`config.mk`:
```
export PLATFORM = sky130hd
export DESIGN_NAME = tinyqv_lsu
export DESIGN_NICKNAME = d
export VERILOG_FILES = /design/src/rtl/tinyqv_lsu.sv
export SDC_FILE = /design/constraint.sdc
export NUM_CORES = 1
export LEC_CHECK = 0
export ABC_CLOCK_PERIOD_IN_PS = 3170
export BUFFER_PORTS_ARGS = -buffer_cell sky130_fd_sc_hd__buf_2
export CAP_MARGIN = 10
export CORE_ASPECT_RATIO = 0.5
export CORE_MARGIN = 4
export CORE_UTILIZATION = 45
export CTS_CLUSTER_SIZE = 25
export DETAILED_ROUTE_END_ITERATION = 8
export HOLD_SLACK_MARGIN = 0.12
export PLACE_DENSITY = 0.8
export SETUP_SLACK_MARGIN = 0.2
export SYNTH_ARGS = -nofsm -noshare
export SYNTH_HDL_FRONTEND = slang
export SYNTH_SLANG_ARGS = --single-unit
```
`constraint.sdc`:
```
create_clock -name clk -period 3.17 [get_ports clk]
set_clock_uncertainty 0.1 [all_clocks]
set_input_delay 0.7925 -clock clk [delete_from_list [all_inputs] [get_ports clk]]
set_output_delay 0.7925 -clock clk [all_outputs]
set_load 0.005 [all_outputs]
```
`src/rtl/tinyqv_lsu.sv`:
```
// Load/store unit bridging the nibble-serial TinyQV core to a 32-bit word bus.
// Loads are streamed back one nibble per counter step, aligned to counter=0.
module tinyqv_lsu (
    input  logic        clk,
    input  logic        rstn,

    input  logic [2:0]  counter,
    input  logic        address_ready,
    input  logic [27:0] addr_in,
    input  logic        is_load,
    input  logic        is_store,
    input  logic [2:0]  mem_op,
    input  logic [3:0]  store_nibble,

    output logic [3:0]  data_in,
    output logic        load_data_ready,
    output logic        busy,
    output logic        misaligned,

    output logic [27:0] mem_addr,
    output logic        mem_read,
    output logic        mem_write,
    output logic [31:0] mem_wdata,
    output logic [3:0]  mem_wstrb,
    input  logic [31:0] mem_rdata,
    input  logic        mem_ready
);

    typedef enum logic [2:0] {
        IDLE   = 3'd0,
        READ   = 3'd1,
        WRITE  = 3'd2,
        HOLD   = 3'd3,
        STREAM = 3'd4
    } state_t;

    state_t      state;
    state_t      state_next;

    logic [27:0] addr_q;
    logic [1:0]  size_q;
    logic [31:0] wbuf;
    logic [31:0] rbuf;
    logic        misaligned_q;
    logic        start;
    logic        misalign_in;
    logic [4:0]  byte_shift;

    // Sign/zero extension is done by the core, so the unsigned flag is not needed here.
    logic        unused_op_sign;
    assign unused_op_sign = mem_op[2];

    assign start       = (state == IDLE) && address_ready && (is_load || is_store);
    assign misalign_in = ((mem_op[1:0] == 2'b01) && addr_in[0]) ||
                         (mem_op[1] && (addr_in[1:0] != 2'b00));
    assign byte_shift  = {addr_q[1:0], 3'b000};
    assign misaligned  = misaligned_q;

    always_ff @(posedge clk) begin
        if (!rstn) begin
            state <= IDLE;
        end else begin
            state <= state_next;
        end
    end

    always_comb begin
        state_next = state;
        case (state)
            IDLE: begin
                if (start && !misalign_in) begin
                    state_next = is_load ? READ : WRITE;
                end
            end
            READ: begin
                if (mem_ready) begin
                    state_next = HOLD;
                end
            end
            WRITE: begin
                if (mem_ready) begin
                    state_next = IDLE;
                end
            end
            HOLD: begin
                if (counter == 3'd7) begin
                    state_next = STREAM;
                end
            end
            STREAM: begin
                if (counter == 3'd7) begin
                    state_next = IDLE;
                end
            end
            default: state_next = IDLE;
        endcase
    end

    // The store buffer fills while idle, so on address_ready it already holds this cycle's nibble.
    always_ff @(posedge clk) begin
        if (!rstn) begin
            misaligned_q <= 1'b0;
            addr_q       <= '0;
            size_q       <= '0;
            wbuf         <= '0;
            rbuf         <= '0;
        end else begin
            misaligned_q <= start && misalign_in;
            if ((state == IDLE) && is_store) begin
                wbuf[{counter, 2'b00} +: 4] <= store_nibble;
            end
            if (start) begin
                addr_q <= addr_in;
                size_q <= mem_op[1:0];
            end
            if ((state == READ) && mem_ready) begin
                rbuf <= mem_rdata >> byte_shift;
            end
        end
    end

    always_comb begin
        mem_read        = 1'b0;
        mem_write       = 1'b0;
        mem_addr        = '0;
        mem_wdata       = '0;
        mem_wstrb       = '0;
        busy            = 1'b0;
        load_data_ready = 1'b0;
        data_in         = '0;
        case (state)
            READ: begin
                mem_read = 1'b1;
                mem_addr = {addr_q[27:2], 2'b00};
                busy     = 1'b1;
            end
            WRITE: begin
                mem_write = 1'b1;
                mem_addr  = {addr_q[27:2], 2'b00};
                mem_wdata = wbuf << byte_shift;
                case (size_q)
                    2'b00:   mem_wstrb = 4'b0001 << addr_q[1:0];
                    2'b01:   mem_wstrb = 4'b0011 << addr_q[1:0];
                    default: mem_wstrb = 4'b1111;
                endcase
                busy = 1'b1;
            end
            HOLD: begin
                busy = 1'b1;
            end
            STREAM: begin
                busy            = 1'b1;
                load_data_ready = 1'b1;
                data_in         = rbuf[{counter, 2'b00} +: 4];
            end
            default: begin
            end
        endcase
    end

endmodule

```
==> metrics.cfg <==
[run_status]
outcome=finished, final reports clean

[power_and_ir_drop]
p_per_area_mw_per_mm2=441.9
leakagePower_nw=2.873
ir_drop_mv=0.2631
power_mw=2.874

[sta]
slew_headroom=0.6060
finalWorstSetupSlack_ns=0.2973
slew_viol_final=0
min_period_over_period=0.9062
hold_violations=0
fmax_mhz=348.1
period_minus_slack_ns=2.873
tns_ns=0
worst_pin_slew_ns=0.5910
rsz0062_at_grt=no
setup_viol=0

[die]
start_util=0.4719
coreArea_sq_mm=0.01128
die_w_um=161.8
fp-row-count=27
design.die.area_sq_mm=0.01374
die_h_um=84.92
ios=149

[run]
cap_violations=0

[setup_path]
end_kind=output pin
worstReg2RegEnd=wbuf[16]$_SDFFE_PN0P_
critical_path_class=in2out
start_kind=primary input
worstReg2RegStart=state[2]$_SDFFE_PN0P_
critPathRequiredTime_ns=2.28
critPathMaxFanout=10
rr_worst_depth=4
critPathLaunch=counter[0]
worstPathArrival_ns=1.98
rrSetupSlack_ns=0.85

[layout]
syn_to_final_growth_pct=22.16
fin_nets=848
mostFrequentLayoutCell=nand2_1
final_cell_mix=nand2_1 (147), buf_2 (144), dfxtp_1 (95)
drive_gt1_frac=0.2519

[synth]
avgSynthCellArea_sq_um=8.205
synth_top_cell_by_area=dfxtp_1
netlist_area_sq_mm=0.005325
ys_warn_count=0
syn_inst=649
synthDominantCellAreaShare=0.3684
synth.area.top_cells=dfxtp_1 (37%), mux2i_1 (13%), nand2_1 (10%), a21boi_0 (6.5%), mux4_2 (3.4%)
ys_types=41
synth.ff_latch_count=98
ys_seq_area_frac=0.3684

[placed_design]
dpl.hpwl_mm=10.53
gp_congestion=0.8336
pre_cts_ws_ns=0.1909
io_buffer_count=145

[clocking]
cts_tree=built
clock-sinks=98
clock_latency_ns=0.34
clk_root_buffer_cell=clkbuf_16
cts_hold_buf=0
cts.clk_slew.worst_paths_ns=0.07
clockBufferDepth=2
cts-htree-levels=3
cts_buffers=9

[hold_path]
min_from=addr_q[21]$_SDFFE_PN0P_
min_path_type=reg2reg
min_to=addr_q[21]$_SDFFE_PN0P_
hold_path_depth=2

[grt]
grt_overflow_total=0
grt_pass1_wl_mm=24.07
antenna_found_initial=1
grt_max_degree=60
grt_usage=0.2129
first_global_vias=4758

[drt]
drcViolationCount=0
drt-pass1-iter-count=5
num_vias=5031
wl_mm=14.66
routed_via_density=5.387
wire_per_inst_um=15.69
dr.first_iter.drc_count=413
antenna_left=0

[power by group]
part           total (mW)  switching, mW  internal, mW
registers            1.32         0.0365          1.28
clock network        1.13          0.477         0.657
logic               0.423          0.248         0.175
[kinds of logic (layout without fill, tap and decap cells)]
group	count (synthesis)	count (layout)	synth area share
other	1	3	0.0007042
adder cells (fa/ha/maj)	3	3	0.007050
multiplexers	76	76	0.1617
XOR/XNOR	1	1	0.001645
buffers and inverters	62	186	0.04558
flip-flops	98	98	0.3684
AO/OA/AOI/OAI	118	118	0.1574
AND/OR/NAND/NOR	290	290	0.2575
[layer usage]
| metal | share of wire | track usage | up-vias |
|---|---|---|---|
| met4 | 0.028 | 0.07675 | 0 |
| li1 | - | - | 2465 |
| met3 | 0.053 | 0.04415 | 35 |
| met2 | 0.48 | 0.3597 | 187 |
| met5 | 0 | 0 | - |
| met1 | 0.44 | 0.2720 | 2344 |
[sequential cells by signal, indices dropped and copies added, names as in the netlist]
| signal | count |
|---|---|
| misaligned | 1 |
| addr_q | 28 |
| state | 3 |
| rbuf | 32 |
| wbuf | 32 |
| size_q | 2 |
[per-stage QoR]
| stage | std cells | util | area, sq um | hold WS (ns) |
|---|---|---|---|---|
| 6_report | 934 | 0.5765 | 6505 | 0.3559 |
| 5_1_grt | 934 | 0.5765 | 6505 | 0.3752 |
| 4_1_cts | 933 | 0.5762 | 6501 | 0.3579 |
| 3_5_place_dp | 917 | 0.5480 | 6183 | 0.3466 |
| 3_3_place_gp | 917 | 0.5480 | 6183 | 0.3393 |
| 2_1_floorplan | 650 | - | 5329 | 0.3302 |
[synth_stat cells]
cell / count
conb_1: 1
nand2b_1: 2
buf_4: 2
o311a_1: 2
and3_1: 11
clkbuf_1: 46
dfxtp_1: 98
a211oi_1: 16
nor4_1: 1
xnor2_1: 1
nand3_1: 21
and2_1: 26
nand4bb_1: 1
mux2i_1: 68
o211ai_1: 9
inv_1: 7
mux4_2: 8
nor3b_4: 2
buf_1: 4
nor3_1: 11
ha_1: 3
or4_4: 1
or3_1: 1
clkinv_1: 1
o41ai_1: 1
a21boi_0: 46
nor2b_1: 23
o21bai_1: 1
nand2_1: 147
o21a_1: 2
or3b_2: 1
a21oi_1: 25
a31o_2: 1
nand3b_1: 2
nand4b_1: 2
nor4b_1: 1
or4b_4: 1
nor2_1: 36
buf_2: 2
o21ai_0: 6
o211a_1: 9
[worst max-delay path, stage by stage]
cell,delay (ns)
buf_4,0.19
buf_4,0.18
mux4_2,0.51
nand2_1,0.08
a21oi_1,0.09
buf_2,0.14
[final cells by class]
class	instances	area [sq um]
clock buffers	11	252.7
clock inverters	5	62.56
diodes	1	2.502
repair buffers	162	868.3
inverters	8	30.03
flip-flops and latches	98	1966
multi-input cells	490	3124
fillers	1033	4778
well taps	159	198.9
[worst max-delay path by stage]
| stage | to | slack, ns | cells after the start |
|---|---|---|---|
| 2_1_floorplan | wbuf[10]$_SDFFE_PN0P_ | 0.37 | 7 |
| 5_1_grt | mem_wdata[29] | 0.20 | 4 |
| 3_3_place_gp | data_in[3] | 0.20 | 6 |
| 6_report | data_in[3] | 0.30 | 6 |
| 3_5_place_dp | data_in[3] | 0.19 | 6 |
| 4_1_cts | mem_wdata[28] | 0.29 | 4 |
[repair_timing]
| action | in CTS | in global routing |
|---|---|---|
| resized for setup | 1 | 1 |
| setup endpoints to repair | 2 | 1 |
| pin swaps | 0 | 0 |
| buffers inserted | 0 | 0 |
| endpoints found under the hold margin | 0 | 0 |
| cloned | 0 | 0 |
No activity file was read; power rests on OpenSTA's default activity.
